[src/rtl/z80_bus_tracer_pkg.sv]
// z80_bus_tracer_pkg: shared types, header constants and record byte mux.
// Define Z80_BUS_TRACER_TIMESTAMP_EN to append a 16-bit timestamp to every record.
package z80_bus_tracer_pkg;

    typedef enum logic [2:0] {
        CYC_MEM_RD = 3'd0,
        CYC_MEM_WR = 3'd1,
        CYC_IO_RD  = 3'd2,
        CYC_IO_WR  = 3'd3,
        CYC_FETCH  = 3'd4,
        CYC_INTA   = 3'd5
    } cycle_type_e;

    typedef enum logic [1:0] {
        TX_IDLE,
        TX_START,
        TX_DATA,
        TX_STOP
    } tx_state_e;

    localparam logic [3:0] HDR_MAGIC    = 4'hA;
    localparam logic [3:0] HDR_MAGIC_TS = 4'hB;

`ifdef Z80_BUS_TRACER_TIMESTAMP_EN
    localparam int         REC_BYTES = 6;
    localparam logic [3:0] HDR_CUR   = HDR_MAGIC_TS;
`else
    localparam int         REC_BYTES = 4;
    localparam logic [3:0] HDR_CUR   = HDR_MAGIC;
`endif

    typedef struct packed {
        cycle_type_e typ;
        logic        ovf;
        logic [15:0] addr;
        logic [7:0]  data;
`ifdef Z80_BUS_TRACER_TIMESTAMP_EN
        logic [15:0] ts;
`endif
    } trace_rec_t;

    // Byte idx of a record in transmit order; header first.
    function automatic logic [7:0] rec_byte(input trace_rec_t rec, input logic [2:0] idx);
        case (idx)
            3'd0:    rec_byte = {HDR_CUR, rec.ovf, rec.typ};
            3'd1:    rec_byte = rec.addr[15:8];
            3'd2:    rec_byte = rec.addr[7:0];
            3'd3:    rec_byte = rec.data;
`ifdef Z80_BUS_TRACER_TIMESTAMP_EN
            3'd4:    rec_byte = rec.ts[15:8];
            3'd5:    rec_byte = rec.ts[7:0];
`endif
            default: rec_byte = 8'h00;
        endcase
    endfunction

endpackage

[src/rtl/z80_bus_tracer_uart_tx_8n1.sv]
// uart_tx_8n1: byte transmitter, 8 data bits LSB first, one stop bit.
// ready is also high in the last clk of STOP so consecutive bytes run without a gap.
//
// state    | meaning
// TX_IDLE  | line high, waiting for a byte
// TX_START | start bit (0)
// TX_DATA  | shifting 8 data bits, LSB first
// TX_STOP  | stop bit (1)
module uart_tx_8n1
    import z80_bus_tracer_pkg::*;
#(
    parameter int CLKS_PER_BIT = 108
) (
    input  logic       clk,
    input  logic       rst,
    input  logic       valid,
    output logic       ready,
    input  logic [7:0] data,
    output logic       txd,
    output logic       idle
);

    localparam logic [15:0] BIT_RELOAD = 16'(CLKS_PER_BIT - 1);

    tx_state_e   state;
    logic [15:0] cnt;
    logic [2:0]  bit_idx;
    logic [7:0]  shreg;

    assign ready = (state == TX_IDLE) || ((state == TX_STOP) && (cnt == 16'd0));
    assign idle  = (state == TX_IDLE);

    // Bit-timing FSM; cnt is a down-counter reloaded at every bit boundary.
    always_ff @(posedge clk) begin
        if (rst) begin
            state   <= TX_IDLE;
            txd     <= 1'b1;
            cnt     <= 16'd0;
            bit_idx <= 3'd0;
            shreg   <= 8'h00;
        end else if (valid && ready) begin
            state   <= TX_START;
            txd     <= 1'b0;
            shreg   <= data;
            cnt     <= BIT_RELOAD;
            bit_idx <= 3'd0;
        end else begin
            case (state)
                TX_IDLE: txd <= 1'b1;
                TX_START: begin
                    if (cnt == 16'd0) begin
                        state <= TX_DATA;
                        txd   <= shreg[0];
                        cnt   <= BIT_RELOAD;
                    end else begin
                        cnt <= cnt - 16'd1;
                    end
                end
                TX_DATA: begin
                    if (cnt == 16'd0) begin
                        cnt <= BIT_RELOAD;
                        if (bit_idx == 3'd7) begin
                            state <= TX_STOP;
                            txd   <= 1'b1;
                        end else begin
                            bit_idx <= bit_idx + 3'd1;
                            txd     <= shreg[1];
                            shreg   <= shreg >> 1;
                        end
                    end else begin
                        cnt <= cnt - 16'd1;
                    end
                end
                TX_STOP: begin
                    if (cnt == 16'd0) begin
                        state <= TX_IDLE;
                    end else begin
                        cnt <= cnt - 16'd1;
                    end
                end
                default: begin
                    state <= TX_IDLE;
                    txd   <= 1'b1;
                end
            endcase
        end
    end

endmodule

[src/rtl/z80_bus_tracer.sv]
// z80_bus_tracer: passive Z80 bus observer streaming trace records over UART.
// Z80_BUS_TRACER_TIMESTAMP_EN: latch a clk/16 timestamp at commit, 6-byte records.
module z80_bus_tracer
    import z80_bus_tracer_pkg::*;
#(
    parameter int CLKS_PER_BIT = 108,
    parameter int FIFO_DEPTH   = 16
) (
    input  logic        clk,
    input  logic        rst,
    input  logic        enable,
    input  logic        mreq_n,
    input  logic        iorq_n,
    input  logic        rd_n,
    input  logic        wr_n,
    input  logic        m1_n,
    input  logic [15:0] a,
    input  logic [7:0]  d,
    output logic        txd,
    output logic        busy,
    output logic        overflow
);

    localparam int AW = $clog2(FIFO_DEPTH);

    logic [4:0]  strb_s1, strb_s2;
    logic [15:0] a_s1, a_s2;
    logic [7:0]  d_s1, d_s2;
    logic        m1, iorq, mreq, rd, wr;
    logic        cur_active;
    cycle_type_e cur_type;
    logic        hold_valid;
    cycle_type_e hold_type;
    logic [15:0] hold_addr;
    logic [7:0]  hold_data;
    logic        commit, push_req, push_ok, pop, pend_ovf;
    trace_rec_t  rec_in, cur_rec;
    trace_rec_t  mem [FIFO_DEPTH];
    logic [AW:0] wptr, rptr;
    logic        empty, full;
    logic        seq_active;
    logic [2:0]  byte_idx;
    logic        tx_valid, tx_ready, tx_idle;
    logic [7:0]  tx_data;

    // Two-flop synchronizers; address and data share the strobe delay.
    always_ff @(posedge clk) begin
        if (rst) begin
            strb_s1 <= 5'b0;
            strb_s2 <= 5'b0;
            a_s1    <= 16'h0;
            a_s2    <= 16'h0;
            d_s1    <= 8'h0;
            d_s2    <= 8'h0;
        end else begin
            strb_s1 <= {~m1_n, ~iorq_n, ~mreq_n, ~rd_n, ~wr_n};
            strb_s2 <= strb_s1;
            a_s1    <= a;
            a_s2    <= a_s1;
            d_s1    <= d;
            d_s2    <= d_s1;
        end
    end

    assign {m1, iorq, mreq, rd, wr} = strb_s2;

    // Classify the synchronized strobes; refresh and idle leave cur_active low.
    always_comb begin
        cur_active = 1'b1;
        cur_type   = CYC_MEM_RD;
        if (m1 && iorq)             cur_type = CYC_INTA;
        else if (m1 && mreq && rd)  cur_type = CYC_FETCH;
        else if (mreq && rd)        cur_type = CYC_MEM_RD;
        else if (mreq && wr)        cur_type = CYC_MEM_WR;
        else if (iorq && rd)        cur_type = CYC_IO_RD;
        else if (iorq && wr)        cur_type = CYC_IO_WR;
        else                        cur_active = 1'b0;
    end

    // A cycle ends when its term drops or turns into a different term.
    assign commit   = hold_valid && (!cur_active || (cur_type != hold_type));
    assign push_req = commit && enable;
    assign empty    = (wptr == rptr);
    assign full     = (wptr[AW] != rptr[AW]) && (wptr[AW-1:0] == rptr[AW-1:0]);
    assign pop      = !seq_active && !empty && tx_ready;
    assign push_ok  = push_req && (!full || pop);

    // Holding register tracks the last sample of the active cycle.
    always_ff @(posedge clk) begin
        if (rst) begin
            hold_valid <= 1'b0;
            hold_type  <= CYC_MEM_RD;
            hold_addr  <= 16'h0;
            hold_data  <= 8'h0;
        end else begin
            hold_valid <= cur_active;
            if (cur_active) begin
                hold_type <= cur_type;
                hold_addr <= a_s2;
                hold_data <= d_s2;
            end
        end
    end

`ifdef Z80_BUS_TRACER_TIMESTAMP_EN
    logic [3:0]  ts_div;
    logic [15:0] ts_cnt;

    // Free-running clk/16 timestamp.
    always_ff @(posedge clk) begin
        if (rst) begin
            ts_div <= 4'h0;
            ts_cnt <= 16'h0;
        end else begin
            ts_div <= ts_div + 4'h1;
            if (ts_div == 4'hF) ts_cnt <= ts_cnt + 16'h1;
        end
    end
`endif

    // Record as pushed at commit; ovf reports drops since the last accepted push.
    always_comb begin
        rec_in      = '0;
        rec_in.typ  = hold_type;
        rec_in.ovf  = pend_ovf;
        rec_in.addr = hold_addr;
        rec_in.data = hold_data;
`ifdef Z80_BUS_TRACER_TIMESTAMP_EN
        rec_in.ts   = ts_cnt;
`endif
    end

    // FIFO storage, no reset needed on the data array.
    always_ff @(posedge clk) begin
        if (push_ok) mem[wptr[AW-1:0]] <= rec_in;
    end

    // FIFO pointers and drop bookkeeping.
    always_ff @(posedge clk) begin
        if (rst) begin
            wptr     <= '0;
            rptr     <= '0;
            pend_ovf <= 1'b0;
            overflow <= 1'b0;
        end else begin
            if (push_ok) wptr <= wptr + 1'b1;
            if (pop)     rptr <= rptr + 1'b1;
            if (push_req && !push_ok) begin
                pend_ovf <= 1'b1;
                overflow <= 1'b1;
            end else if (push_ok) begin
                pend_ovf <= 1'b0;
            end
        end
    end

    // Byte 0 comes straight from the FIFO head so txd falls on the next clk.
    always_comb begin
        tx_valid = seq_active || !empty;
        tx_data  = seq_active ? rec_byte(cur_rec, byte_idx) : rec_byte(mem[rptr[AW-1:0]], 3'd0);
    end

    // Byte sequencer: pops a whole record, then feeds its remaining bytes.
    always_ff @(posedge clk) begin
        if (rst) begin
            seq_active <= 1'b0;
            byte_idx   <= 3'd0;
            cur_rec    <= '0;
        end else if (tx_valid && tx_ready) begin
            if (!seq_active) begin
                cur_rec    <= mem[rptr[AW-1:0]];
                seq_active <= 1'b1;
                byte_idx   <= 3'd1;
            end else if (byte_idx == 3'(REC_BYTES - 1)) begin
                seq_active <= 1'b0;
            end else begin
                byte_idx <= byte_idx + 3'd1;
            end
        end
    end

    assign busy = !empty || seq_active || !tx_idle;

    uart_tx_8n1 #(.CLKS_PER_BIT(CLKS_PER_BIT)) u_tx (
        .clk   (clk),
        .rst   (rst),
        .valid (tx_valid),
        .ready (tx_ready),
        .data  (tx_data),
        .txd   (txd),
        .idle  (tx_idle)
    );

endmodule

[config.mk]
export PLATFORM = sky130hd
export DESIGN_NAME = z80_bus_tracer
export DESIGN_NICKNAME = d
export VERILOG_FILES = /design/src/rtl/z80_bus_tracer_pkg.sv /design/src/rtl/z80_bus_tracer_uart_tx_8n1.sv /design/src/rtl/z80_bus_tracer.sv
export SDC_FILE = /design/constraint.sdc
export NUM_CORES = 1
export LEC_CHECK = 0
export ABC_CLOCK_PERIOD_IN_PS = 4600
export CORE_MARGIN = 10
export CORE_UTILIZATION = 45
export DETAILED_ROUTE_END_ITERATION = 10
export PLACE_DENSITY = 0.65
export SETUP_SLACK_MARGIN = 0.4
export SYNTH_ARGS = -nofsm -noshare
export SYNTH_HDL_FRONTEND = slang
export SYNTH_SLANG_ARGS = --single-unit
[constraint.sdc]
create_clock -name clk -period 4.6 [get_ports clk]
set_clock_uncertainty 0.05 [all_clocks]
set_input_delay 0.92 -clock clk [delete_from_list [all_inputs] [get_ports clk]]
set_output_delay 0.92 -clock clk [all_outputs]
set_load 0.02 [all_outputs]
==> key figures, run 1 <==
Detailed routing
  • DR iter-0 viols: 1202
  • DRC: 0
  • DRT antenna net count: 0
  • Drt pass-1 iters: 5
  • WL met1: 22.5 mm
  • DR WL met2: 22.5 mm
  • DR WL/cell: 22.7 um
  • WL met3: 2.96 mm
  • Top Metal Used: met4
  • WL final: 48.8 mm
  • Vias: 11979
  • Drt via density: 5.57

Setup path
  • Flop2flop setup slack: 0.65 ns
  • Setup crit end kind: output port
  • R2R Path End: mem[1][20]$_DFFE_PP_
  • RR Startpoint: u_tx.state[0]$_SDFFE_PP0P_
  • Crit start category: flip-flop
  • Worst Path Arrival: 3.03 ns
  • Reg2reg path depth: 8
  • Worst path required time: 3.63 ns
  • Slowest CP cell: dfxtp_1
  • Crit-path max FO: 11
  • Kind of critical path: reg -> out
  • Max incr delay on CP: 0.72 ns
  • Worst-path cell chain: xor2_1, nor4_4, and2_1, nand2_1, clkdlybuf4s50_1

Place
  • Placed cells: 2034
  • GP Congestion: 0.799
  • IO buf count: 34
  • Dpl hpwl: 29.8 mm
  • Placement Setup Slack: 0.705 ns

Pwr
  • Sw Pwr: 3.35 mW
  • Comb pwr share: 0.145
  • Int Pwr: 9.80 mW
  • Sw Share: 0.255
  • Power share of the sequential group: 0.477
  • Clock group share of total power: 0.378
  • Pwr per Cell Area: 496 nW/um2
  • Power consumption: 13.2 mW
  • Worst ir drop on vdd: 0.349 mV
  • Leakage: 8.50 nW

CTS
  • Clock tree sinks: 612
  • CTS Buf Count: 61
  • Clk Tree Root Cell: clkbuf_16
  • H-tree Lvls: 2
  • Setup Fix Bufs, Post-CTS: 0
  • Clock Latency Late Sink: 0.63 ns
  • CTS tree: built
  • Clock transition at the registers of the reported paths: 0.06 ns
  • Max clock buf depth: 3

Hold path
  • Hold EP: hold_addr[1]$_SDFFE_PP0P_
  • Worst hold path startpoint: a_s2[1]$_SDFF_PP0_
  • HP Class: reg -> reg
  • Hold path cells: 2

STA
  • Period utilization: 0.870
  • Setup TNS: 0 ns
  • Highest Clock Rate: 250 MHz
  • Worst setup margin: 0.597 ns
  • Post-layout min period: 4.00 ns
  • Worst Tran Pin Value: 1.04 ns
  • RSZ-0062 raised after global routing: false
  • Fin. Hold Viols: 0
  • Final setup vio count: 0
  • Max Slew Vio Count: 0
  • Max_slew headroom: 0.306

Floorplanning
  • Core Region: 51300 um2
  • Die Y: 248 um
  • Core Rows: 83
  • Initial Util: 0.455
  • Die W: 248 um
  • Die ar.: 61400 um2
  • Ports: 35

Logic synthesis
  • Avg Cell Area, Syn: 17.0 um2
  • Post-synth EDFFs: 448
  • Largest area contributor in the netlist: edfxtp_1
  • Seq/Total Area, Yosys: 0.717
  • Syn Std Cell Area: 23300 um2
  • Asr flop ratio synth: 0
  • Post-synthesis cell count: 1373
  • Synth Flop Type: edfxtp_1
  • Synth cell types: 60
  • Synthesized flop and latch total: 612
  • Synthesis Warnings: 0
  • Syn nets: 1426
  • Share of the synthesized area in the top cell type: 0.577
  • Area contributors post-synth: edfxtp_1 (58%), dfxtp_1 (14%), mux4_2 (13%), nand2_1 (2.4%), nor2b_1 (1.7%)

Layout
  • Layout Utilization: 0.517
  • Fraction of layout cells with a size suffix above 1: 0.200
  • Fin cells: 2149
  • Most common cell after layout, fill and taps aside: edfxtp_1
  • Most frequent cells in the layout: edfxtp_1 (448), dfxtp_1 (160), nand2_1 (151)
  • Filler cells: 4155
  • Ant diodes: 0
  • Final nets: 1470
  • Synthesis-to-finish area growth: 13.6%

GRT
  • Global-route wire length before repair: 74.3 mm
  • Vias in the first global route: 11982
  • Total grt overflow: 0
  • GRT Total Usage: 0.160
  • Largest net degree at the start of global routing: 80
  • Initial antenna violation count: 1

Outcome
  • Status: complete, no violations

Run
  • Max_cap viols: 0
## timing repair
action / in CTS / in global routing
hold buffers: 0 / 0
resized for setup: 1 / 0
setup endpoints to repair: 1 / 0
## state kept, by name (all words and copies together), names as in the netlist, named ones only
| register | count |
|---|---|
| a_s1 | 16 |
| a_s2 | 16 |
| byte_idx | 3 |
| cur_rec | 28 |
| d_s1 | 8 |
| d_s2 | 8 |
| hold_addr | 16 |
| hold_data | 8 |
| hold_type | 3 |
| hold_valid | 1 |
| mem | 448 |
| overflow | 1 |
| pend_ovf | 1 |
| rptr | 5 |
| seq_active | 1 |
| strb_s1 | 5 |
| strb_s2 | 5 |
| u_tx.bit_idx | 3 |
| u_tx.cnt | 16 |
| u_tx.shreg | 8 |
| u_tx.state | 2 |
| u_tx.txd | 1 |
| wptr | 5 |
## routing by layer
layer | up-vias | track usage
met1 | 6189 | 0.239
met2 | 347 | 0.243
li1 | 5386 | -
met3 | 57 | 0.0235
met5 | - | 0
met4 | 0 | 0.0420
## Yosys cell counts, types with 11 or more instances
library cell,instances
a21oi_1,72
buf_1,11
buf_2,14
clkbuf_1,43
dfxtp_1,164
edfxtp_1,448
ha_1,21
inv_1,15
mux2_2,12
mux4_2,133
nand2_1,151
nor2_1,52
nor2b_1,63
nor3_1,11
o21ai_0,21
xor2_1,13
## worst max-delay path by stage
stage,startpoint,end,slack (ns)
floorplan,u_tx.state[0]$_SDFFE_PP0P_,mem[12][0]$_DFFE_PP_,0.75
global placement,u_tx.state[0]$_SDFFE_PP0P_,mem[0][20]$_DFFE_PP_,0.80
detailed placement,u_tx.state[0]$_SDFFE_PP0P_,mem[1][16]$_DFFE_PP_,0.70
CTS,wptr[3]$_SDFFE_PP0P_,busy,0.57
global route,u_tx.state[0]$_SDFFE_PP0P_,mem[1][20]$_DFFE_PP_,0.44
finish,wptr[3]$_SDFFE_PP0P_,busy,0.60
## cells by family (layout without fill, tap and decap cells)
family / count (synthesis) / after routing / share of synthesized area
buf+inv: 88 / 184 / 0.0161
mux: 152 / 152 / 0.137
fa+ha+maj: 21 / 21 / 0.0113
simple gates: 326 / 326 / 0.0675
compound gates: 153 / 153 / 0.0427
flops: 612 / 612 / 0.717
xor+xnor: 21 / 21 / 0.00788
## power by group through the flow
stage,combinational [mW],sequential [mW],clock (mW)
6_report,1.91,6.27,4.98
5_1_grt,2.09,6.30,5.31
4_1_cts,1.91,6.27,5.08
3_5_place_dp,1.90,6.39,0
3_3_place_gp,1.87,6.38,0
2_1_floorplan,1.49,6.28,0
## area by class of cell
class | count | area, um2 | area share
multi-input cells | 673 | 6300 | 0.238
inverters | 15 | 56.3 | 0.00212
repair buffers | 54 | 517 | 0.0195
flip-flops and latches | 612 | 16700 | 0.632
clock inverters | 33 | 338 | 0.0127
well taps | 680 | 851 | 0.0321
clock buffers | 82 | 1700 | 0.0640
## critical path: cells and delay by family, from the launching register on
family	cells	cell delay, ns
buffers and inverters	1	0.55
AND/OR/NAND/NOR	3	0.96
flip-flops	1	0.72
XOR/XNOR	1	0.19
## metrics by stage
step / hold slack, ns / area, um2
2_1_floorplan: 0.364 / 23300
3_3_place_gp: 0.367 / 24500
3_5_place_dp: 0.375 / 24500
4_1_cts: 0.381 / 26500
5_1_grt: 0.387 / 26500
6_report: 0.383 / 26500
(Power assumes the default switching activity.)
==> run 2, diff against run 1 <==
--- a/config.mk
+++ b/config.mk
@@ -7,10 +7,11 @@
 export LEC_CHECK = 0
 export ABC_CLOCK_PERIOD_IN_PS = 4600
 export CORE_MARGIN = 10
-export CORE_UTILIZATION = 45
+export CORE_UTILIZATION = 51
 export DETAILED_ROUTE_END_ITERATION = 10
-export PLACE_DENSITY = 0.65
+export PLACE_DENSITY = 0.72
 export SETUP_SLACK_MARGIN = 0.4
 export SYNTH_ARGS = -nofsm -noshare
 export SYNTH_HDL_FRONTEND = slang
+export SYNTH_HIERARCHICAL = 1
 export SYNTH_SLANG_ARGS = --single-unit
==> key figures, run 2 <==
Pwr
  • Leakage: 8.69 nW (+2.2%)
  • Worst ir drop on vdd: 0.514 mV (+47%)
  • Sw Pwr: 3.39 mW (+1.2%)
  • Power share of the sequential group: 0.467 (-0.010)
  • Int Pwr: 10.0 mW (+2.1%)
  • Comb pwr share: 0.159 (+0.014)
  • Power consumption: 13.4 mW (+1.8%)
  • Pwr per Cell Area: 501 nW/um2 (+0.88%)
  • Sw Share: 0.253 (-0.00172)
  • Clock group share of total power: 0.374 (-0.004)

GRT
  • Initial antenna violation count: 1 (unchanged)
  • GRT Total Usage: 0.173 (+0.0128)
  • Largest net degree at the start of global routing: 72 (-10%)
  • Vias in the first global route: 12639 (+5.5%)
  • Global-route wire length before repair: 74.9 mm (+0.80%)
  • Total grt overflow: 0 (unchanged)

Setup path
  • Max incr delay on CP: 0.55 ns (-0.17 ns)
  • Setup crit end kind: flip-flop
  • Kind of critical path: reg -> reg
  • Crit start category: flip-flop
  • Slowest CP cell: or4_1
  • Worst path required time: 4.82 ns (+1.19 ns)
  • Worst-path cell chain: inv_1, ha_1, or3b_2, or4_1, o21ai_1, nand2b_1, and3b_1, a211oi_4, nand2_1, nor3_4, buf_6
  • Crit-path max FO: 28 (+17)
  • Worst Path Arrival: 4.24 ns (+1.21 ns)

Layout
  • Final nets: 1501 (+2.1%)
  • Synthesis-to-finish area growth: 13.8%
  • Most common cell after layout, fill and taps aside: edfxtp_1
  • Post-route cell area: 26800 um2 (+0.96%)
  • Max reg flops: 448 (unchanged)
  • Most frequent cells in the layout: edfxtp_1 (448), dfxtp_1 (160), mux4_2 (112)
  • Layout Utilization: 0.588 (+0.0717)
  • Ant diodes: 0 (unchanged)
  • Fraction of layout cells with a size suffix above 1: 0.193 (-0.00734)

CTS
  • Clock tree sinks: 612 (unchanged)
  • CTS tree: built
  • Clock transition at the registers of the reported paths: 0.06 ns (about the same)
  • Clk Tree Root Cell: clkbuf_16
  • # hold bufs at CTS: 0 (unchanged)
  • Max clock buf depth: 3 (unchanged)
  • Clock Latency Late Sink: 0.62 ns (about the same)
  • CTS Buf Count: 58 (-4.9%)
  • H-tree Lvls: 2 (unchanged)
  • Setup Fix Bufs, Post-CTS: 0 (unchanged)

Floorplanning
  • Die Y: 235 um (-5.2%)
  • Die ar.: 55100 um2 (-10%)
  • Core Rows: 78 (-6.0%)
  • Initial Util: 0.517 (+0.0625)
  • Die W: 235 um (-5.2%)
  • Ports: 35 (unchanged)
  • Core Region: 45500 um2 (-11%)

Logic synthesis
  • Avg Cell Area, Syn: 16.8 um2 (-1.3%)
  • Synth cell types: 73 (+22%)
  • Post-synthesis cell count: 1403 (+2.2%)
  • Synthesized flop and latch total: 612 (unchanged)
  • Post-synth top cells: edfxtp_1 (448), dfxtp_1 (164), mux4_2 (112), nor2b_1 (82)
  • Synth Flop Type: edfxtp_1
  • Share of the synthesized area in the top cell type: 0.572 (-0.00472)
  • Syn nets: 1455 (+2.0%)
  • Largest area contributor in the netlist: edfxtp_1
  • Synthesis Warnings: 6 (+6)
  • Area contributors post-synth: edfxtp_1 (57%), dfxtp_1 (14%), mux4_2 (11%), nor2b_1 (2.2%), a21oi_1 (1.6%)
  • Post-synth EDFFs: 448 (unchanged)
  • Asr flop ratio synth: 0 (unchanged)
  • Most frequent cell after synthesis: edfxtp_1
  • Seq/Total Area, Yosys: 0.711 (-0.00588)
  • Syn Std Cell Area: 23500 um2 (+0.83%)

STA
  • Final setup vio count: 0 (unchanged)
  • Worst hold slack: 0.372 ns (-0.0115 ns)
  • Max Slew Vio Count: 0 (unchanged)
  • Post-layout min period: 4.02 ns (+0.0162 ns)
  • RSZ-0062 raised after global routing: false
  • Highest Clock Rate: 249 MHz (-0.40%)
  • Fin. Hold Viols: 0 (unchanged)
  • Max_slew headroom: 0.210 (-0.0961)
  • Setup TNS: 0 ns (unchanged)
  • Worst Tran Pin Value: 1.18 ns (+0.144 ns)
  • Period utilization: 0.874 (+0.00352)

Detailed routing
  • DRT antenna net count: 0 (unchanged)
  • Vias: 12348 (+3.1%)
  • WL final: 48.2 mm (-1.2%)
  • DR WL/cell: 23.0 um (+1.1%)
  • DRC: 0 (unchanged)
  • Drt pass-1 iters: 5 (unchanged)
  • Drt via density: 5.88 (+5.5%)
  • DR iter-0 viols: 1266 (+5.3%)

Place
  • IO buf count: 34 (unchanged)
  • Dpl hpwl: 28.4 mm (-4.7%)
  • Placed inst area: 24700 um2 (+0.96%)
  • GP Congestion: 0.809 (+1.3%)

Outcome
  • Status: complete, no violations

Hold path
  • HP Class: reg -> reg

Run
  • Max_cap viols: 0 (unchanged)
-- run 2: cell types whose count changed after synthesis, moves of 10 or more --
cell      before  now
a211oi_1       5   30
a22o_1         5   34
buf_4          1   11
mux2i_1        6   32
mux4_2       133  112
nand2_1      151   76
nor2_1        52   71
nor2b_1       63   82
-- run 2: area by class of cell --
| cell class | count | area (um2) |
|---|---|---|
| clock buffer | 66 | 1510 |
| clock inverter | 44 | 534 |
| fill | 3343 | 18700 |
| inverter | 15 | 56.3 |
| multi-input combinational | 696 | 6430 |
| sequential | 612 | 16700 |
| tap | 600 | 751 |
| timing repair buffer | 66 | 731 |
-- run 2: kinds of logic (layout without fill, tap and decap cells) --
kind of cell | count (synthesis) | after routing | synth area share
flip-flops | 612 | 612 | 0.711
AND/OR/NAND/NOR | 300 | 300 | 0.0651
AO/OA/AOI/OAI | 211 | 211 | 0.0625
multiplexers | 149 | 149 | 0.123
buffers and inverters | 95 | 191 | 0.0210
adder cells (fa/ha/maj) | 20 | 20 | 0.0106
XOR/XNOR | 16 | 16 | 0.00596
-- run 2: worst max-delay path, delay by kind of cell (launching register included) --
family                     cells  cell delay, ns
buffers and inverters          2            0.43
adders and majority gates      1            0.13
DFF                            1            0.34
and+or+nand+nor                6            1.98
AOI/OAI and AO/OA              2            0.73
-- run 2: what timing repair did --
| action | CTS | global route |
|---|---|---|
| gates cloned | 0 | 0 |
| resized for setup | 1 | 4 |
| endpoints found under the setup margin | 112 | 101 |
-- run 2: path summary, 6_finish.rpt --
path	to	depth (start not counted)	start	slack (ns)
min	a_s2[5]$_SDFF_PP0_	1	a_s1[5]$_SDFF_PP0_	0.37
max	mem[2][10]$_DFFE_PP_	11	u_tx/cnt[0]$_SDFFE_PP0P_	0.58
min reg2reg	a_s2[5]$_SDFF_PP0_	1	a_s1[5]$_SDFF_PP0_	0.37
max reg2reg	mem[2][10]$_DFFE_PP_	11	u_tx/cnt[0]$_SDFFE_PP0P_	0.58
-- run 2: metal layers --
metal | share of wire | track usage
met1 | 0.43 | 0.234
met5 | 0.00027 | 0
met4 | 0.024 | 0.0606
met2 | 0.49 | 0.278
met3 | 0.059 | 0.0312
-- run 2: per-stage QoR --
stage / setup slack, ns / std cells
2_1_floorplan: 0.0317 / 1403
3_3_place_gp: 0.398 / 1989
3_5_place_dp: 0.330 / 1989
4_1_cts: 0.496 / 2099
5_1_grt: 0.423 / 2099
6_report: 0.581 / 2099
-- run 2: power by group through the flow --
stage          clock network, mW  registers (mW)  logic [mW]
2_1_floorplan                  0            6.25        1.80
3_3_place_gp                   0            6.37        2.08
3_5_place_dp                   0            6.38        2.12
4_1_cts                     5.10            6.26        2.13
5_1_grt                     5.32            6.29        2.33
6_report                    5.01            6.26        2.13
==> run 3, diff against run 2 <==
--- a/config.mk
+++ b/config.mk
@@ -5,7 +5,7 @@
 export SDC_FILE = /design/constraint.sdc
 export NUM_CORES = 1
 export LEC_CHECK = 0
-export ABC_CLOCK_PERIOD_IN_PS = 4600
+export ABC_AREA = 1
 export CORE_MARGIN = 10
 export CORE_UTILIZATION = 51
 export DETAILED_ROUTE_END_ITERATION = 10
==> key figures, run 3 <==
STA
  • Highest Clock Rate: 273 MHz (+9.9%)
  • Worst Tran Pin Value: 1.06 ns (-0.129 ns)
  • Period utilization: 0.795 (-0.0784)
  • Max Slew Vio Count: 0 (unchanged)
  • RSZ-0062 raised after global routing: false
  • Final setup vio count: 0 (unchanged)
  • Max_slew headroom: 0.295 (+0.0849)
  • Worst setup margin: 0.941 ns (+0.361 ns)
  • Setup TNS: 0 ns (unchanged)
  • Post-layout min period: 3.66 ns (-0.361 ns)
  • Fin. Hold Viols: 0 (unchanged)

Setup path
  • Flop2flop setup slack: 0.97 ns (+0.39 ns)
  • Crit start category: flip-flop
  • Max incr delay on CP: 0.54 ns (about the same)
  • Crit-path max FO: 9 (-68%)
  • Worst-path cell chain: xor2_1, nor2_2, nand4_1, inv_1, nand2_1, clkdlybuf4s50_1
  • RR Startpoint: u_tx/cnt[0]$_SDFFE_PP0P_
  • Buf/Inv on CP: 2 (unchanged)
  • R2R Path End: mem[15][18]$_DFFE_PP_
  • Worst Path Arrival: 2.69 ns (-1.55 ns)
  • Setup crit end kind: output port
  • Reg2reg path depth: 14 (+3)
  • Worst path required time: 3.63 ns (-1.19 ns)
  • Slowest CP cell: clkdlybuf4s50_1
  • Kind of critical path: reg -> out
  • Delay-heaviest family, CP: simple AND/OR/NAND/NOR gates

Logic synthesis
  • Avg Cell Area, Syn: 10.6 um2 (-37%)
  • Post-synthesis cell count: 2371 (+69%)
  • Most frequent cell after synthesis: edfxtp_1
  • Post-synth EDFFs: 448 (unchanged)
  • Asr flop ratio synth: 0 (unchanged)
  • Post-synth top cells: edfxtp_1 (448), inv_1 (353), nand2_1 (338), nand3_1 (213), nor2_1 (180)
  • Seq/Total Area, Yosys: 0.664 (-0.0478)
  • Synth Flop Type: edfxtp_1
  • Share of the synthesized area in the top cell type: 0.534 (-0.0384)
  • Synth cell types: 35 (-52%)
  • Synthesized flop and latch total: 612 (unchanged)
  • Synthesis Warnings: 6 (unchanged)
  • Largest area contributor in the netlist: edfxtp_1
  • Syn Std Cell Area: 25200 um2 (+7.2%)
  • Syn nets: 2423 (+67%)
  • Area contributors post-synth: edfxtp_1 (53%), dfxtp_1 (13%), inv_1 (5.3%), nand2_1 (5.0%), nand3_1 (4.2%)

Place
  • IO buf count: 34 (unchanged)
  • GP Congestion: 0.890 (+10%)
  • Dpl hpwl: 34.9 mm (+23%)
  • Placement Setup Slack: 0.974 ns (+0.644 ns)

Detailed routing
  • DRC: 0 (unchanged)
  • Vias: 16575 (+34%)
  • WL final: 54.9 mm (+14%)
  • DR WL/cell: 17.7 um (-23%)
  • DRT antenna net count: 0 (unchanged)
  • DR iter-0 viols: 1716 (+36%)
  • Drt pass-1 iters: 6 (+1)
  • Drt via density: 5.35 (-9.1%)

Hold path
  • Hold path cells: 2 (+1)
  • Worst hold path startpoint: a_s1[13]$_SDFF_PP0_
  • HP Class: reg -> reg
  • Hold EP: a_s2[13]$_SDFF_PP0_

Layout
  • Synthesis-to-finish area growth: 11.4%
  • Most common cell after layout, fill and taps aside: edfxtp_1
  • Most frequent cells in the layout: edfxtp_1 (448), inv_1 (352), nand2_1 (338)
  • Fraction of layout cells with a size suffix above 1: 0.0752 (-0.118)
  • Max reg flops: 448 (unchanged)
  • Ant diodes: 0 (unchanged)
  • Final nets: 2435 (+62%)

CTS
  • Clk Tree Root Cell: clkbuf_16
  • Max clock buf depth: 3 (unchanged)
  • CTS tree: built
  • Clock tree sinks: 612 (unchanged)
  • Setup Fix Bufs, Post-CTS: 0 (unchanged)
  • H-tree Lvls: 2 (unchanged)
  • CTS resizes: 0 (-1)
  • Clock Latency Late Sink: 0.62 ns (about the same)
  • # hold bufs at CTS: 0 (unchanged)
  • CTS Buf Count: 60 (+3.4%)
  • Clock transition at the registers of the reported paths: 0.06 ns (about the same)

GRT
  • Vias in the first global route: 15857 (+25%)
  • Global-route wire length before repair: 87.0 mm (+16%)
  • GRT Total Usage: 0.184 (+0.0111)
  • Total grt overflow: 0 (unchanged)
  • Largest net degree at the start of global routing: 95 (+32%)
  • Initial antenna violation count: 0 (-1)

Floorplanning
  • Die W: 242 um (+3.2%)
  • Core Rows: 81 (+3.8%)
  • Initial Util: 0.515 (-0.00210)
  • Ports: 35 (unchanged)
  • Die ar.: 58700 um2 (+6.6%)
  • Die Y: 242 um (+3.2%)
  • Core Region: 49000 um2 (+7.6%)

Pwr
  • Pwr per Cell Area: 489 nW/um2 (-2.3%)
  • Worst ir drop on vdd: 0.320 mV (-38%)
  • Leakage: 10.6 nW (+23%)

Run
  • Max_cap viols: 0 (unchanged)

Outcome
  • Status: complete, no violations
run 3: cell types whose count changed in the layout (fill, tap and decap cells not counted), sizes merged, moves of 112 or more:
cell,previous run,this run
mux4,112,0
inv,16,357
nand2,77,349
o21ai,25,158
o211ai,1,113
nor2,74,190
nand3,9,215
run 3: cell type report:
class | instances | area [um2]
Clock buffer | 77 | 1620
Clock inverter | 36 | 327
Fill cell | 3985 | 20900
Inverter | 356 | 1340
Multi-Input combinational cell | 1278 | 6530
Sequential cell | 612 | 16700
Tap cell | 664 | 831
Timing Repair Buffer | 75 | 696
run 3: worst min-delay path, delay by kind of cell, from the launching register on:
kind	cells	cell delay, ns
buf+inv	1	0.04
flops	1	0.29
simple gates	1	0.03
run 3: routing by layer:
layer	vias up	wire, um	GRT usage
li1	8048	-	-
met1	7886	23300	0.240
met2	539	26300	0.305
met3	102	3490	0.0248
met4	0	1850	0.0780
met5	-	0	0
run 3: logic make-up (layout without fill, tap and decap cells):
family	Yosys count	count (layout)	synth area share
adder cells (fa/ha/maj)	20	20	0.00992
flip-flops	612	612	0.664
XOR/XNOR	18	18	0.00625
AO/OA/AOI/OAI	454	454	0.103
buffers and inverters	481	544	0.0821
AND/OR/NAND/NOR	786	786	0.135
run 3: metrics by stage:
step / instance area (um2) / hold slack, ns / total power [mW] / cells / util
floorplan: 25200 / 0.338 / 8.40 / 2371 / -
global placement: 26100 / 0.339 / 8.94 / 2985 / 0.534
detailed placement: 26100 / 0.344 / 9.00 / 2985 / 0.534
CTS: 28100 / 0.353 / 13.8 / 3098 / 0.574
global route: 28100 / 0.360 / 14.4 / 3098 / 0.574
finish: 28100 / 0.350 / 13.7 / 3098 / 0.574
run 3: where the power goes:
part           switching (mW)  leakage (nW)  internal [mW]
Sequential              0.263          5.49           6.11
Combinational            1.70          4.20          0.843
Clock                    2.01         0.959           2.81
Total                    3.98          10.6           9.76
run 3: how the worst max path moves through the flow:
stage,start,cells after the start,to
4_1_cts,wptr[2]$_SDFFE_PP0P_,6,busy
3_5_place_dp,u_tx/cnt[0]$_SDFFE_PP0P_,14,mem[15][12]$_DFFE_PP_
6_report,wptr[2]$_SDFFE_PP0P_,6,busy
3_3_place_gp,u_tx/cnt[0]$_SDFFE_PP0P_,14,mem[15][5]$_DFFE_PP_
5_1_grt,u_tx/cnt[0]$_SDFFE_PP0P_,14,mem[15][20]$_DFFE_PP_
2_1_floorplan,u_tx/cnt[0]$_SDFFE_PP0P_,15,mem[4][0]$_DFFE_PP_
